===== src/rtl/skyline_stream.sv =====
// Skyline outline over a ready/valid stream of (left, height, right) triples; emits (x, height) vertices.
// Optional SKYLINE_AREA_EN: accumulate the skyline area and present it on AREA with OUT_DONE.
module skyline_stream #(
  parameter int NUM_BLD = 8,
  parameter int COORD_W = 6,
  parameter int MAP_W   = 31
) (
  input  logic                 CLK,
  input  logic                 RESET,
  input  logic                 IN_VALID,
  output logic                 IN_READY,
  input  logic [COORD_W-1:0]   IN_DATA,
  input  logic                 IN_LAST,
  output logic                 OUT_VALID,
  input  logic                 OUT_READY,
  output logic [COORD_W-1:0]   OUT_DATA,
  output logic                 OUT_DONE,
  output logic                 ERR,
  output logic [2*COORD_W-1:0] AREA
);

  localparam int CNT_W = $clog2(NUM_BLD + 1);
  localparam logic [COORD_W-1:0] MAP_X   = COORD_W'(MAP_W);
  localparam logic [CNT_W-1:0]   CNT_MAX = CNT_W'(NUM_BLD);

  typedef enum logic [2:0] {IDLE, LOAD, SCAN, EMIT_X, EMIT_H, DONE} state_t;

  state_t               state;
  logic [1:0]           field;
  logic [COORD_W-1:0]   cur_l, cur_h, x, prev, col_h;
  logic [COORD_W-1:0]   bld_l [NUM_BLD];
  logic [COORD_W-1:0]   bld_h [NUM_BLD];
  logic [COORD_W-1:0]   bld_r [NUM_BLD];
  logic [NUM_BLD-1:0]   bld_vld;
  logic [CNT_W-1:0]     cnt, cnt_nxt;
  logic                 accept, bld_ok, frame_end;

  assign IN_READY  = (state == IDLE) || (state == LOAD);
  assign accept    = IN_VALID && IN_READY;
  assign bld_ok    = (cur_l < IN_DATA) && (IN_DATA <= MAP_X);
  assign cnt_nxt   = bld_ok ? cnt + CNT_W'(1) : cnt;
  assign frame_end = IN_LAST || (cnt_nxt == CNT_MAX);

  // Half-open column test; right <= MAP_W guarantees h(MAP_W) = 0.
  always_comb begin
    col_h = '0;
    for (int i = 0; i < NUM_BLD; i++) begin
      if (bld_vld[i] && (bld_l[i] <= x) && (x < bld_r[i]) && (bld_h[i] > col_h))
        col_h = bld_h[i];
    end
  end

  always_ff @(posedge CLK) begin
    if (!RESET) begin
      state     <= IDLE;
      field     <= 2'd0;
      cnt       <= '0;
      bld_vld   <= '0;
      cur_l     <= '0;
      cur_h     <= '0;
      x         <= '0;
      prev      <= '0;
      OUT_VALID <= 1'b0;
      OUT_DATA  <= '0;
      OUT_DONE  <= 1'b0;
      ERR       <= 1'b0;
      for (int i = 0; i < NUM_BLD; i++) begin
        bld_l[i] <= '0;
        bld_h[i] <= '0;
        bld_r[i] <= '0;
      end
    end else begin
      case (state)
        IDLE, LOAD: begin
          if (accept) begin
            case (field)
              2'd0: begin
                cur_l <= IN_DATA;
                field <= 2'd1;
                if (state == IDLE) begin
                  state <= LOAD;
                  ERR   <= 1'b0;
                end
              end
              2'd1: begin
                cur_h <= IN_DATA;
                field <= 2'd2;
              end
              default: begin
                field <= 2'd0;
                if (bld_ok) begin
                  bld_l[cnt]   <= cur_l;
                  bld_h[cnt]   <= cur_h;
                  bld_r[cnt]   <= IN_DATA;
                  bld_vld[cnt] <= 1'b1;
                  cnt          <= cnt_nxt;
                end else begin
                  ERR <= 1'b1;
                end
                if (frame_end) begin
                  state <= SCAN;
                  x     <= '0;
                  prev  <= '0;
                end
              end
            endcase
          end
        end
        SCAN: begin
          if (col_h != prev) begin
            OUT_VALID <= 1'b1;
            OUT_DATA  <= x;
            state     <= EMIT_X;
          end else if (x == MAP_X) begin
            state    <= DONE;
            OUT_DONE <= 1'b1;
          end else begin
            x <= x + 1'b1;
          end
        end
        EMIT_X: begin
          if (OUT_READY) begin
            OUT_DATA <= col_h;
            state    <= EMIT_H;
          end
        end
        EMIT_H: begin
          if (OUT_READY) begin
            OUT_VALID <= 1'b0;
            prev      <= col_h;
            if (x == MAP_X) begin
              state    <= DONE;
              OUT_DONE <= 1'b1;
            end else begin
              x     <= x + 1'b1;
              state <= SCAN;
            end
          end
        end
        DONE: begin
          OUT_DONE <= 1'b0;
          state    <= IDLE;
          cnt      <= '0;
          bld_vld  <= '0;
          field    <= 2'd0;
        end
        default: state <= IDLE;
      endcase
    end
  end

`ifdef SKYLINE_AREA_EN
  logic [2*COORD_W-1:0] area;

  // Each column is visited exactly once in SCAN, so summing there counts it once.
  always_ff @(posedge CLK) begin
    if (!RESET)
      area <= '0;
    else if ((state == IDLE) && accept)
      area <= '0;
    else if ((state == SCAN) && (x != MAP_X))
      area <= area + {{COORD_W{1'b0}}, col_h};
  end

  assign AREA = area;
`else
  assign AREA = '0;
`endif

endmodule


===== config.mk =====
export PLATFORM = sky130hd
export DESIGN_NAME = skyline_stream
export DESIGN_NICKNAME = d
export VERILOG_FILES = /design/src/rtl/skyline_stream.sv
export SDC_FILE = /design/constraint.sdc
export NUM_CORES = 1
export LEC_CHECK = 0
export ABC_AREA = 1
export BUFFER_PORTS_ARGS = -buffer_cell sky130_fd_sc_hd__buf_4
export CORE_AREA = 8 8 181 166
export CTS_BUF_LIST = sky130_fd_sc_hd__clkbuf_16
export DETAILED_ROUTE_END_ITERATION = 8
export DIE_AREA = 0 0 189 174
export SETUP_SLACK_MARGIN = 0.02
export SYNTH_ARGS = -nofsm -noshare
export SYNTH_HDL_FRONTEND = slang
export SYNTH_SLANG_ARGS = --single-unit

===== constraint.sdc =====
create_clock -name CLK -period 9.65 [get_ports CLK]
set_input_delay 0.965 -clock CLK [delete_from_list [all_inputs] [get_ports CLK]]
set_output_delay 0.965 -clock CLK [all_outputs]
set_load 0.01 [all_outputs]

==> flow_metrics.env <==
export IMPL_outcome="finished, violations left"
export IMPL_failed_checks="setup timing"
export IMPL_floorplan_core_area_mm2=0.0272
export IMPL_max_vdd_ir_drop_mv=0.133
export IMPL_first_global_vias=9085
export IMPL_crit_path_max_fanout=7
export IMPL_holdCritPathClass="register to register"
export IMPL_routed_via_density=5.15
export IMPL_timing_final_hold_violations=0
export IMPL_num_vias=9856
export IMPL_grt_setup_unrepaired="yes"
export IMPL_maximum_count_of_clock_buffers_along_a_single_path=2
export IMPL_cpPeakStageDelay_ns=0.38
export IMPL_clk_transition_reported_paths_ns=0.08
export IMPL_max_cap_viols=0
export IMPL_die_w_um=189
export IMPL_ys_seq_area_share_pct=44.6
export IMPL_critical_path_slowest_cell="edfxtp_1"
export IMPL_drc_errors=0
export IMPL_yosys_register_bits=194
export IMPL_yosys_warnings=0
export IMPL_synth_enable_flop_cells=144
export IMPL_drt_pass1_iter_count=5
export IMPL_post_route_period_util_pct=100
export IMPL_cp_data_arrival_time_ns=10.01
export IMPL_worst_path_stages=81
export IMPL_clk_root_buffer_cell="clkbuf_16"
export IMPL_port_buffers=20
export IMPL_fin_nets=1676
export IMPL_endpoint_kind="register"
export IMPL_timing_hold_worst_path_depth=2
export IMPL_finalClockSkew_ns=0.0164
export IMPL_detail_route_iter0_violations=654
export IMPL_placed_cells=1854
export IMPL_r2r_end="x[1]"
export IMPL_dpl_worst_slack_ns=-0.457
export IMPL_worst_setup_path_type="register to register"
export IMPL_wl_per_cell_um=16.9
export IMPL_worst_ep_required_time_ns=9.98
export IMPL_hold_path_startpoint="OUT_DONE"
export IMPL_setup_worst_path_start_class="register"
export IMPL_leakage_component_of_the_power_uw=0.00655
export IMPL_antenna_found_initial=1
export IMPL_commonest_non_fill_non_tap_cells_in_the_layout="nor2_1, nand2_1, inv_1, edfxtp_1, buf_4"
export IMPL_global_route_wire_length_before_repair_um=49000
export IMPL_starting_density_of_the_core_pct=43.8
export IMPL_whs_endpoint="OUT_DONE"
export IMPL_route_final_wire_length_um=32300
export IMPL_placement_rows=58
export IMPL_place_gp_congestion=0.892
export IMPL_rr_startpoint="bld_r[0][5]"
export IMPL_netlist_instances=1396
export IMPL_numCtsBuffers=17
export IMPL_postRouteAntennaNets=0
export IMPL_slew_headroom_pct=41.1
export IMPL_final_max_slew_viol_count=0
export IMPL_achievable_frequency_ghz=0.103
export IMPL_synth_avg_cell_area_um2=8.55
export IMPL_finalCoreUtilization_pct=54.5
export IMPL_worst_slew_pin_slew_ns=0.882
export IMPL_flow_area_growth_from_synthesis_pct=24.4
export IMPL_antennaDiodeCount=0
export IMPL_worstRegToRegCells=81
export IMPL_cts_tree="yes"
export IMPL_fin_cells=1915
export IMPL_power_per_cell_area_mw_per_mm2=192
export IMPL_die_height_um=174
export IMPL_gr_usage_all_layers_pct=19.0
export IMPL_final_setup_viol_count=2
export IMPL_layout_commonest_cell="nor2_1"
export IMPL_cts_num_sinks=194
export IMPL_final_layout_size_suffix_gt1_share_pct=27.0
export IMPL_h_tree_depth=4
export IMPL_largest_net_degree_at_the_start_of_global_routing=39
export IMPL_fin_crit_ns=9.68
export IMPL_asyncSetResetFlopFracSynth_pct=0
export IMPL_rrSetupSlack_ns=-0.03
export IMPL_critical_path_top_delay_family="simple AND/OR/NAND/NOR gates"
export IMPL_n_fill_cell=2474
export IMPL_dp_hpwl_um=22200
export IMPL_setup_ws_ns=-0.0343
export IMPL_grt_overflow=0
export IMPL_cp_buffers_inverters=14
export IMPL_synth_cell_area_mm2=0.0119
export IMPL_ioPinCount=33
export IMPL_worst_skew_pair_late_latency_ns=0.45
export IMPL_post_synth_num_cell_types=46
export IMPL_hold_slack_ns=0.469
export IMPL_die_area_mm2=0.0329
export IMPL_yosys_most_used_dff="edfxtp_1"
## metal layers
layer	global-route usage, %	routed length [um]	vias up
li1	-	-	4919
met1	26.4	15000	4654
met4	4.88	658	0
met5	0	0	-
met2	30.7	15100	236
met3	2.66	1530	47
## report_power, final
group | internal, uW | switching [uW] | leakage (uW)
Clock | 365 | 359 | 0.000298
Combinational | 406 | 691 | 0.00436
Sequential | 968 | 54.9 | 0.00189
## Yosys cell counts (3+ instances only)
cell / n / area (um2)
clkbuf_1: 14 / 52.6
buf_4: 14 / 105
nand3b_1: 5 / 37.5
o21ai_0: 53 / 265
nand2_2: 32 / 200
o21a_1: 18 / 135
a211oi_1: 5 / 37.5
o221ai_1: 3 / 26.3
ha_1: 123 / 1540
a32oi_1: 5 / 43.8
inv_1: 173 / 649
inv_2: 7 / 26.3
clkinv_1: 19 / 71.3
nor2_4: 3 / 33.8
nor3_1: 12 / 60.1
o21bai_1: 11 / 82.6
nor4_1: 5 / 31.3
nand3_2: 14 / 140
nand3_1: 106 / 531
nand2_1: 233 / 875
a21oi_1: 65 / 325
a21boi_0: 6 / 45.0
dfxtp_1: 50 / 1000
nand4_1: 8 / 50.1
or2_2: 5 / 31.3
nor2_1: 216 / 811
nor2_2: 13 / 81.3
edfxtp_1: 144 / 4320
nand2_4: 8 / 90.1
## kinds of logic (layout without fill, tap and decap cells)
family | after synthesis | count (layout) | share of synthesized area (%)
other | 1 | 20 | 0.0314
AO/OA/AOI/OAI | 177 | 177 | 8.73
AND/OR/NAND/NOR | 664 | 665 | 25.3
flip-flops | 194 | 194 | 44.6
XOR/XNOR | 2 | 2 | 0.147
buffers and inverters | 235 | 374 | 8.21
adder cells (fa/ha/maj) | 123 | 123 | 12.9
## flip-flops by register name, summed over array words and instances, names as in the netlist, 6 cells and up
signal	flops
bld_l	48
bld_h	48
bld_r	48
prev	6
x	6
cur_l	6
OUT_DATA	6
cur_h	6
bld_vld	8
## how the worst max path moves through the flow
stage	start	slack (ns)	endpoint
2_1_floorplan	x[5]	0.04	x[1]
3_3_place_gp	x[4]	-0.12	x[5]
3_5_place_dp	x[4]	-0.46	x[5]
4_1_cts	bld_r[0][5]	0.05	x[0]
5_1_grt	bld_r[0][5]	-0.67	OUT_DATA[3]
6_report	bld_r[0][5]	-0.03	x[1]
## repair_timing
action / 4_1_cts / 5_1_grt
pin swaps: 22 / 92
gates resized for setup: 38 / 177
gates cloned: 2 / 0
setup endpoints to repair: 17 / 23
setup buffers: 12 / 19
hold endpoints to repair: 0 / 0
hold buffers: 0 / 0
## final cells by class
class	count	area, um2	share of cell area (%)
Clock inverter	14	153	1.03
Clock buffer	18	450	3.04
Multi-Input combinational cell	987	6570	44.3
Tap cell	360	450	3.04
Timing Repair Buffer	141	1100	7.42
Sequential cell	194	5340	36.0
Inverter	201	772	5.20
## worst min-delay path: cells and delay by family, from the launching register on
family / cells / cell delay [ns]
AO/OA/AOI/OAI: 1 / 0.05
buffers and inverters: 1 / 0.05
flip-flops: 1 / 0.32
## through the flow
stage	setup TNS [ns]	power [uW]	area, um2
after global routing	-10.58	3020	14800
after CTS	0	2760	13900
final	-0.0592	2840	14800
after detailed placement	-5.77	2020	13100
after floorplan	0	1660	12000
after global placement	-0.360	2000	13100
Power figures use the tool's default switching activity.
